===== config.mk =====
export PLATFORM = sky130hd
export DESIGN_NAME = and_gate
export DESIGN_NICKNAME = d
export VERILOG_FILES = /design/src/rtl/and_gate.sv
export SDC_FILE = /design/constraint.sdc
export NUM_CORES = 1
export LEC_CHECK = 0
export ABC_CLOCK_PERIOD_IN_PS = 4200
export BUFFER_PORTS_ARGS = -buffer_cell sky130_fd_sc_hd__buf_2
export CORE_UTILIZATION = 35
export CTS_BUF_LIST = sky130_fd_sc_hd__clkbuf_16
export CTS_CLUSTER_DIAMETER = 30
export DETAILED_ROUTE_END_ITERATION = 6
export PLACE_DENSITY = 0.94
export SYNTH_ARGS = -nofsm -noshare
export SYNTH_HDL_FRONTEND = slang
export SYNTH_SLANG_ARGS = --single-unit

===== constraint.sdc =====
create_clock -name clock -period 4.2 [get_ports clock]
set_input_delay 0.63 -clock clock [delete_from_list [all_inputs] [get_ports clock]]
set_output_delay 0.63 -clock clock [all_outputs]
set_load 0.02 [all_outputs]

===== src/rtl/and_gate.sv =====
// 32-bit bitwise AND slice for the ALU datapath: combinational result and zero
// flag, plus a registered copy of both for pipelined consumers.
module and_gate (
  input  logic [31:0] A,
  input  logic [31:0] B,
  output logic [31:0] out,
  input  logic        clock,
  input  logic        reset,
  output logic        zero,
  output logic [31:0] out_q,
  output logic        zero_q
);

  localparam int unsigned W = 32;

  logic [15:0] or16;
  logic [7:0]  or8;
  logic [3:0]  or4;
  logic [1:0]  or2;
  logic        or1;

  // One 2-input AND per bit, same structural shape as the neighbouring slices.
  for (genvar k = 0; k < W; k++) begin : g_and
    assign out[k] = A[k] & B[k];
  end

  // Balanced OR tree 32->16->8->4->2->1, then inverted to form the zero flag.
  for (genvar i = 0; i < 16; i++) begin : g_or16
    assign or16[i] = out[2*i] | out[2*i+1];
  end
  for (genvar i = 0; i < 8; i++) begin : g_or8
    assign or8[i] = or16[2*i] | or16[2*i+1];
  end
  for (genvar i = 0; i < 4; i++) begin : g_or4
    assign or4[i] = or8[2*i] | or8[2*i+1];
  end
  for (genvar i = 0; i < 2; i++) begin : g_or2
    assign or2[i] = or4[2*i] | or4[2*i+1];
  end
  assign or1  = or2[0] | or2[1];
  assign zero = ~or1;

  // Registered copy; reset value matches the zero result.
  always_ff @(posedge clock or posedge reset) begin
    if (reset) begin
      out_q  <= '0;
      zero_q <= 1'b1;
    end else begin
      out_q  <= out;
      zero_q <= zero;
    end
  end

endmodule


==> impl_results.md <==
- Share of layout cells above drive strength 1: 66.67%
- Placed cell area: 0.001852 sq mm
- Max_cap viols: 0
- Clock Sinks: 33
- CTS H-Tree Depth: 2
- Compound-Gate Fraction of Synth Area: 0%
- Number of cells after detailed placement: 255
- Mapped Nets: 145
- CP max FO: 3
- Dpl ws: 1.108 ns
- Area of the core: 0.003053 sq mm
- Pre-Repair DR Iteration Count: 4
- Non-Filler Instances: 263
- Clock Path Buffers: 2
- Most frequent cells in the layout: buf_2, dfrtp_1, and2_1, or4_1, clkbuf_16
- Die Span X: 58.91 microns
- Slew margin rel.: 74.11%
- Filler cells: ~280
- Layout area overhead: 77.70%
- Full die area: 0.003470 sq mm
- Synth Area in Adders: 0%
- Number of remaining DRC errors: 0
- Largest net degree at the start of global routing: 34
- Final Cycle Share: 73.42%
- Synth Area per Inst: between 10 and 15 sq um
- Global route overflow: 0
- FF+latch count, synth: 33
- P per Cell Area: about 420 mW/mm^2
- Nets: between 200 and 300
- Global-route wire length before repair: 4202 microns
- Final setup viols: 0
- Antenna violations before repair: 0
- Largest family of logic cells by synthesized area: simple AND/OR/NAND/NOR gates
- Row cnt: 20
- Post-synthesis cell area: approximately 0.0011 sq mm
- Final Max Slew Viols: 0
- Critical path capture point: zero
- LEAKAGE: 0.001209 uW
- RSZ-0062 raised after global routing: no
- Vias in the first global route: 1011
- Post-synthesis sequential area ratio: 72.96%
- Total Routed Length: 2774 microns
- CP startpoint: A[26]
- Ant. Diodes: 0
- Total CTS buffers: 5
- Initial Util: between 30% and 40%
- Crit path kind: in -> out
- IO Count: 132
- Mapped Cells: 79
- Via Count: 1122
- Die Span Y: 58.91 microns
- Worst Setup Start Kind: input pin
- Clock root buffer: clkbuf_16
- GPL Wtd Cong: ~0.80
- Endpoints failing hold: 0
- Max VDD drop: 0.0002834 V
- Hold Crit Class: in -> async
- Setup_tns: 0 ns
- Slew at the pin closest to its max-slew limit: 0.3884 ns
- Synth Area in XOR/XNOR: 0%
- Commonest non-fill, non-tap cell in the layout: buf_2
- # hold bufs at CTS: 0
- CP arrival: between 2 and 2.5 ns
- Post-synthesis mux area share: 0%
- Dpl hpwl: 2358 microns
- Worst Setup End Kind: output port
- Total GRT Usage: 16.84%
- Routed wire per std cell: 10.55 microns
- Total power draw: 853.4 uW
- Count of cell types in the netlist: 8
- Finished Cell Area: 0.002014 sq mm
- Clock Pin Slew Worst Setup and Hold Paths: 0.05 ns
- PortBufs: 131
- YS warnings: 0
- Iter 0 DRT Violations: 31
- PostCTS Resize Cnt: 0
- Final Critical Period: 3.084 ns
- Vias per inst: 4.266
- Post-CTS setup buffer count: 0
- TritonCTS clock tree: yes
- Status: finished clean
- Simple-gate area share of the yosys netlist: 26.71%
- Routed Antenna Nets: 0
- Required @ worst endpoint: 3.57 ns
- Highest clock rate: 324.3 MHz
- Final worst slack: 1.116 ns
==> flip-flops by register name (all words and copies together) (netlist names) <==
register  cells
zero_q        1
out_q        32
==> logic make-up after synthesis <==
kind of cell	count (synthesis)
buf+inv	1
flops	33
simple gates	45
==> routing by layer <==
layer / GRT usage [%] / wire (microns) / vias to the layer above
met3: 5.495 / 241 / 2
li1: - / - / 541
met1: 18.48 / 1017 / 506
met5: 0 / 0 / -
met2: 29.22 / 1492 / 73
met4: 8.163 / 22 / 0
==> layout make-up <==
type	count	area [sq um]	share of cell area (%)
clock buffers	5	125.1	6.211
repair buffers	132	663.1	32.92
multi-input cells	45	302.8	15.03
flip-flops and latches	33	827.0	41.06
inverters	1	3.754	0.1863
well taps	44	55.05	2.733
clock inverters	3	37.54	1.863
==> worst min path at each step <==
| stage | from | to | slack, ns | cells after the start |
|---|---|---|---|---|
| floorplan | reset | out_q[0] | 0.76 | 1 |
| global placement | reset | out_q[5] | 0.73 | 3 |
| detailed placement | reset | out_q[27] | 0.73 | 3 |
| CTS | reset | out_q[27] | 0.45 | 3 |
| global route | reset | out_q[25] | 0.48 | 3 |
| finish | reset | out_q[27] | 0.43 | 3 |
==> synthesized netlist by cell type <==
cell type | n | area [sq um]
or4_1 | 8 | 60.06
dfstp_2 | 1 | 26.28
and2_1 | 30 | 187.7
nor4_2 | 1 | 12.51
dfrtp_1 | 32 | 800.8
and2_4 | 2 | 17.52
or2_2 | 4 | 25.02
inv_1 | 1 | 3.750
==> metrics by stage <==
step,hold WS (ns),util [%]
2_1_floorplan,0.7582,-
3_3_place_gp,0.7281,60.66
3_5_place_dp,0.7335,60.66
4_1_cts,0.4453,65.98
5_1_grt,0.4799,65.98
6_report,0.4347,65.98
==> where the power goes <==
group | total [uW] | leakage, uW | internal [uW] | switching (uW)
registers | 337 | 0.000423 | 334 | 3.24
clock network | 383 | 0.0000826 | 274 | 109
logic | 133 | 0.000703 | 55.7 | 77.0
total | 853 | 0.00121 | 664 | 189
==> worst max-delay path, stage by stage <==
cell	delay, ns
buf_2	0.09
and2_1	0.17
or4_1	0.51
or4_1	0.46
nor4_2	0.37
buf_2	0.23
Note: power is estimated with default switching activity, not from simulation.
